<file path="src/rtl/range_tracker_stats_if.sv">
// Sample/strobe/result bundle between the pin sampler and the range tracker.
// The master drives samples and strobes; the slave returns the selected statistic and status.
interface range_tracker_stats_if #(
    parameter int WIDTH = 4
);
    logic [WIDTH-1:0] data_in;
    logic             sample;
    logic             go;
    logic             finish;
    logic [1:0]       mode;
    logic [WIDTH-1:0] result;
    logic             result_valid;
    logic             error;
    logic             busy;

    modport master (
        output data_in, sample, go, finish, mode,
        input  result, result_valid, error, busy
    );

    modport slave (
        input  data_in, sample, go, finish, mode,
        output result, result_valid, error, busy
    );
endinterface

</file>
<file path="src/rtl/range_tracker_stats.sv">
// Session-based min/max/count tracker. The result is a mode-selected statistic,
// presented only while a finished session is held in DONE.
module range_tracker_stats #(
    parameter int WIDTH = 4,
    parameter int CNT_W = 8
) (
    input  logic                  clock,
    input  logic                  reset,
    range_tracker_stats_if.slave  bus
);
    typedef enum logic [1:0] {
        S_IDLE  = 2'd0,
        S_TRACK = 2'd1,
        S_DONE  = 2'd2,
        S_ERROR = 2'd3
    } state_t;

    localparam logic [CNT_W-1:0] CNT_MAX = {CNT_W{1'b1}};
    localparam logic [CNT_W-1:0] RES_MAX = CNT_W'({WIDTH{1'b1}});

    state_t           state_q, state_d;
    logic [WIDTH-1:0] min_q, min_d;
    logic [WIDTH-1:0] max_q, max_d;
    logic [CNT_W-1:0] cnt_q, cnt_d;
    logic [WIDTH-1:0] result_d;

    // Running update used both for ordinary samples and the sample on the finish cycle.
    logic [WIDTH-1:0] min_upd, max_upd;
    logic [CNT_W-1:0] cnt_upd;
    assign min_upd = (bus.data_in < min_q) ? bus.data_in : min_q;
    assign max_upd = (bus.data_in > max_q) ? bus.data_in : max_q;
    assign cnt_upd = (cnt_q == CNT_MAX) ? cnt_q : cnt_q + 1'b1;

    always_ff @(posedge clock or posedge reset) begin
        if (reset) begin
            state_q <= S_IDLE;
            min_q   <= '0;
            max_q   <= '0;
            cnt_q   <= '0;
        end else begin
            state_q <= state_d;
            min_q   <= min_d;
            max_q   <= max_d;
            cnt_q   <= cnt_d;
        end
    end

    always_comb begin
        state_d = state_q;
        min_d   = min_q;
        max_d   = max_q;
        cnt_d   = cnt_q;
        case (state_q)
            S_TRACK: begin
                if (bus.sample && !(bus.go && !bus.finish)) begin
                    min_d = min_upd;
                    max_d = max_upd;
                    cnt_d = cnt_upd;
                end
                if (bus.finish) begin
                    state_d = S_DONE;
                end else if (bus.go) begin
                    min_d = bus.data_in;
                    max_d = bus.data_in;
                    cnt_d = CNT_W'(1);
                end
            end
            default: begin
                if (bus.go) begin
                    state_d = S_TRACK;
                    min_d   = bus.data_in;
                    max_d   = bus.data_in;
                    cnt_d   = CNT_W'(1);
                end else if (bus.finish) begin
                    state_d = S_ERROR;
                end
            end
        endcase
    end

    // min_q <= max_q always holds, so the range subtraction cannot wrap.
    always_comb begin
        result_d = '0;
        if (state_q == S_DONE) begin
            case (bus.mode)
                2'd0:    result_d = max_q - min_q;
                2'd1:    result_d = min_q;
                2'd2:    result_d = max_q;
                default: result_d = (cnt_q > RES_MAX) ? {WIDTH{1'b1}} : cnt_q[WIDTH-1:0];
            endcase
        end
    end

    assign bus.result       = result_d;
    assign bus.result_valid = (state_q == S_DONE);
    assign bus.error        = (state_q == S_ERROR);
    assign bus.busy         = (state_q == S_TRACK);
endmodule

</file>
<file path="src/flat_wrapper.sv">
// flat-port wrapper written by rule: the top's interface ports become plain ports
module range_tracker_stats_flat 
#(
    parameter int WIDTH = 4,
    parameter int CNT_W = 8
)
  (clock, reset, bus_data_in, bus_sample, bus_go, bus_finish, bus_mode, bus_result, bus_result_valid, bus_error, bus_busy);
  range_tracker_stats_if #(.WIDTH(WIDTH)) bus_i ();
  input  logic clock;
  input  logic reset;
  input wire logic [$bits(bus_i.data_in)-1:0] bus_data_in;
  input wire logic [$bits(bus_i.sample)-1:0] bus_sample;
  input wire logic [$bits(bus_i.go)-1:0] bus_go;
  input wire logic [$bits(bus_i.finish)-1:0] bus_finish;
  input wire logic [$bits(bus_i.mode)-1:0] bus_mode;
  output wire logic [$bits(bus_i.result)-1:0] bus_result;
  output wire logic [$bits(bus_i.result_valid)-1:0] bus_result_valid;
  output wire logic [$bits(bus_i.error)-1:0] bus_error;
  output wire logic [$bits(bus_i.busy)-1:0] bus_busy;
  assign bus_i.data_in = bus_data_in;
  assign bus_i.sample = bus_sample;
  assign bus_i.go = bus_go;
  assign bus_i.finish = bus_finish;
  assign bus_i.mode = bus_mode;
  assign bus_result = bus_i.result;
  assign bus_result_valid = bus_i.result_valid;
  assign bus_error = bus_i.error;
  assign bus_busy = bus_i.busy;
  range_tracker_stats #(.WIDTH(WIDTH), .CNT_W(CNT_W)) u_core (.clock(clock), .reset(reset), .bus(bus_i));
endmodule
</file>
<file path="config.mk">
export PLATFORM = sky130hd
export DESIGN_NAME = range_tracker_stats_flat
export DESIGN_NICKNAME = d
export VERILOG_FILES = /design/src/rtl/range_tracker_stats_if.sv /design/src/rtl/range_tracker_stats.sv /design/src/flat_wrapper.sv
export SDC_FILE = /design/constraint.sdc
export NUM_CORES = 1
export LEC_CHECK = 0
export CORE_ASPECT_RATIO = 1.4
export CORE_MARGIN = 4
export CORE_UTILIZATION = 40
export CTS_CLUSTER_SIZE = 20
export DETAILED_ROUTE_END_ITERATION = 10
export PLACE_DENSITY = 0.7
export SLEW_MARGIN = 15
export SYNTH_ARGS = -nofsm -noshare
export SYNTH_HDL_FRONTEND = slang
export SYNTH_SLANG_ARGS = --single-unit
</file>
<file path="constraint.sdc">
create_clock -name clock -period 5.3 [get_ports clock]
set_clock_uncertainty 0.05 [all_clocks]
set_input_delay 1.06 -clock clock [delete_from_list [all_inputs] [get_ports clock]]
set_output_delay 1.06 -clock clock [all_outputs]
set_load 0.01 [all_outputs]
</file>
==> out/results.txt <==
Status - complete, no violations
Routed wire length - 3190 um
Core area - 3180 um2
Worst-case clock buffer depth - 2
PostCTS Resize Cnt - 0
Row count - 24
GRT overflow - 0
Logic pwr share - 48.2%
Clock root cell - clkbuf_8
Max cap viols - 0
Post-Synthesis Cells - 147
Int Pwr - 340 uW
Design Power - 554 uW
Worst Setup End Kind - primary output
R2r endpoint - u_core.max_q[2]
Top-area cell type share of the netlist area - 33.1%
Syn nets - 170
GPL Wtd Cong - 0.940
Critical path origin - bus_mode[0]
Worst Setup EP - bus_result[3]
Clk sink count - 18
CP arrival - 2.94 ns
DP HPWL - 2600 um
Crit share post-route - 76.3%
Seq/Total Area, Yosys - 33.1%
Min Clock Period, post-route - 4.05 ns
CTS tree - done
Top Ports - 18
Netlist Area Pre-Place - 1360 um2
Mean Syn Cell Area - 9.24 um2
Synth Area in Compound Gates - 16.4%
Worst Setup Path Type - in2out
DR iter-0 viols - 32
Main combinational cell family by area after synthesis - simple AND/OR/NAND/NOR gates
FF/Latch Area - 450 um2
YS warnings - 0
PD cells - 342 nW/um2
Peak VDD IR - 191 uV
Clk Latency, worst-skew pair - 0.25 ns
Most common flop cell mapped by yosys - dfrtp_1
Inserted Diodes - 0
Via Count - 1,143
Final setup vio count - 0
CTS Hold Bufs - 0
Ys async rst share - 100%
Post-synthesis mux area share - 9.67%
RSZ-0062 raised after global routing - false
Sw frac - 38.6%
Final TNS setup - 0 ns
Synthesized flop and latch total - 18
Die area - 4410 um2
Starting Density - 42.7%
R2R setup slack - 3.45 ns
Routed Antenna Nets - 0
Reg2reg start - u_core.max_q[3]
Leak - 0.703 nW
Number of synthesized flops with an enable pin - 0
Vias in the first global route - 1,259
Worst Tran Pin Value - 0.690 ns
# DRC - 0
Netlist cell types - 40
Chip width - 57.3 um
Multi-input combinational cell area - 855 um2
Gr usage total - 16.0%
Synthesized-area fraction occupied by adder cells - 11.6%
Worst Path Required - 4.19 ns
Final Hold Vio Count - 0
Xor/xnor cell area share of the yosys netlist - 1.29%
H-tree Lvls - 1
R2r worst-path depth - 5
Max Fclk - 247 MHz
Net count, final - 192
DR pass1 iterations - 4
Worst hold path class - reg2reg
Share of cells above drive strength 1 - 10.8%
Ranking of synthesized cells by area - dfrtp_1, ha_1, mux2_4
Area grow syn2layout - 19.2%
Max-slew headroom - 53.9%
Switch Pwr - 214 uW
Max Slew Vio Count - 0
CTS Buf Count - 3
PortBufs - 17
Post-CTS Setup Bufs - 0
Flop pwr share - 35.1%
Vias per cell - 5.55
Clk pwr share - 16.7%
Critical path launch point type - input pin
Max Fanout on Critical Path - 7
Simple-Gate Fraction of Synth Area - 23.9%
Cell taking the most area after synthesis - dfrtp_1
Top cells by count, synth - dfrtp_1, nor2_1, a21oi_1
Reg clk slew, reported paths - 0.06 ns
Die Ht - 77.0 um
First-pass GRT wire length - 5580 um
Final-layout fill cell count - 306
Initial antenna violation count - 0
Most common cell in the netlist - dfrtp_1
WL/cell - 15.5 um
Pin count of the biggest net entering global routing - 19
==> metal layers <==
layer / vias to the layer above / track usage (%) / part of all wire (%)
met3: 4 / 2.02 / 3.0
met5: - / 0 / 0
met1: 542 / 17.4 / 41
met2: 22 / 30.7 / 55
li1: 575 / - / -
met4: 0 / 5.57 / 1.3
==> critical path: stages <==
cell,delay [ns]
clkdlybuf4s50_1,0.60
inv_2,0.09
nand2_1,0.14
o221ai_1,0.13
a31oi_1,0.21
o31a_1,0.17
clkdlybuf4s50_1,0.53
==> layout by cell type (no fill, tap or decap), drive strengths merged, types with 2 or more instances in the layout <==
cell type and n:
mux2i 3, o221ai 4, o21ai 3, a211oi 2, nand2 11, nand3 5, and3 3, and2 3
clkbuf 3, nand2b 3, nor3 8, nor2b 3, dfrtp 18, ha 11, a21oi 16, clkdlybuf4s50 17
a31oi 4, inv 12, nor2 19, mux2 7
==> final cells by class <==
| type | count | share of cell area (%) |
|---|---|---|
| Inverter | 13 | 3.32 |
| Tap cell | 39 | 3.01 |
| Timing Repair Buffer | 17 | 10.5 |
| Multi-Input combinational cell | 116 | 52.8 |
| Clock buffer | 3 | 2.55 |
| Sequential cell | 18 | 27.8 |
==> worst min path at each step <==
stage	slack (ns)	endpoint	from	depth (start not counted)
floorplan	0.43	u_core.min_q[1]	u_core.min_q[1]	1
global route	0.47	u_core.min_q[1]	u_core.min_q[1]	1
CTS	0.47	u_core.min_q[1]	u_core.min_q[1]	1
global placement	0.45	u_core.min_q[1]	u_core.min_q[1]	1
detailed placement	0.45	u_core.min_q[1]	u_core.min_q[1]	1
finish	0.46	u_core.min_q[1]	u_core.min_q[1]	1
==> sequential cells by signal, summed over array words and instances, names as in the netlist <==
register / cells
u_core.cnt_q: 8
u_core.max_q: 4
u_core.min_q: 4
u_core.state_q: 2
==> power by group through the flow <==
stage | clock [mW] | sequential [mW] | combinational, mW
2_1_floorplan | 0 | 0.185 | 0.199
3_3_place_gp | 0 | 0.194 | 0.255
3_5_place_dp | 0 | 0.196 | 0.269
4_1_cts | 0.0956 | 0.194 | 0.270
5_1_grt | 0.101 | 0.198 | 0.297
6_report | 0.0923 | 0.194 | 0.267
==> metrics by stage <==
step | hold slack (ns) | instance area, um2 | cells | util, % | setup slack (ns)
2_1_floorplan | 0.431 | 1360 | 147 | - | 2.54
3_5_place_dp | 0.452 | 1580 | 203 | 49.6 | 1.30
6_report | 0.462 | 1620 | 206 | 50.9 | 1.25
3_3_place_gp | 0.447 | 1580 | 203 | 49.6 | 1.39
4_1_cts | 0.467 | 1620 | 206 | 50.9 | 1.28
5_1_grt | 0.472 | 1620 | 206 | 50.9 | 1.19
==> kinds of logic (layout without fill, tap and decap cells) <==
group / count (synthesis) / after routing
xor+xnor: 2 / 2
flops: 18 / 18
fa+ha+maj: 12 / 12
mux: 10 / 10
simple gates: 60 / 60
buf+inv: 13 / 33
compound gates: 32 / 32
(Power assumes the default switching activity.)
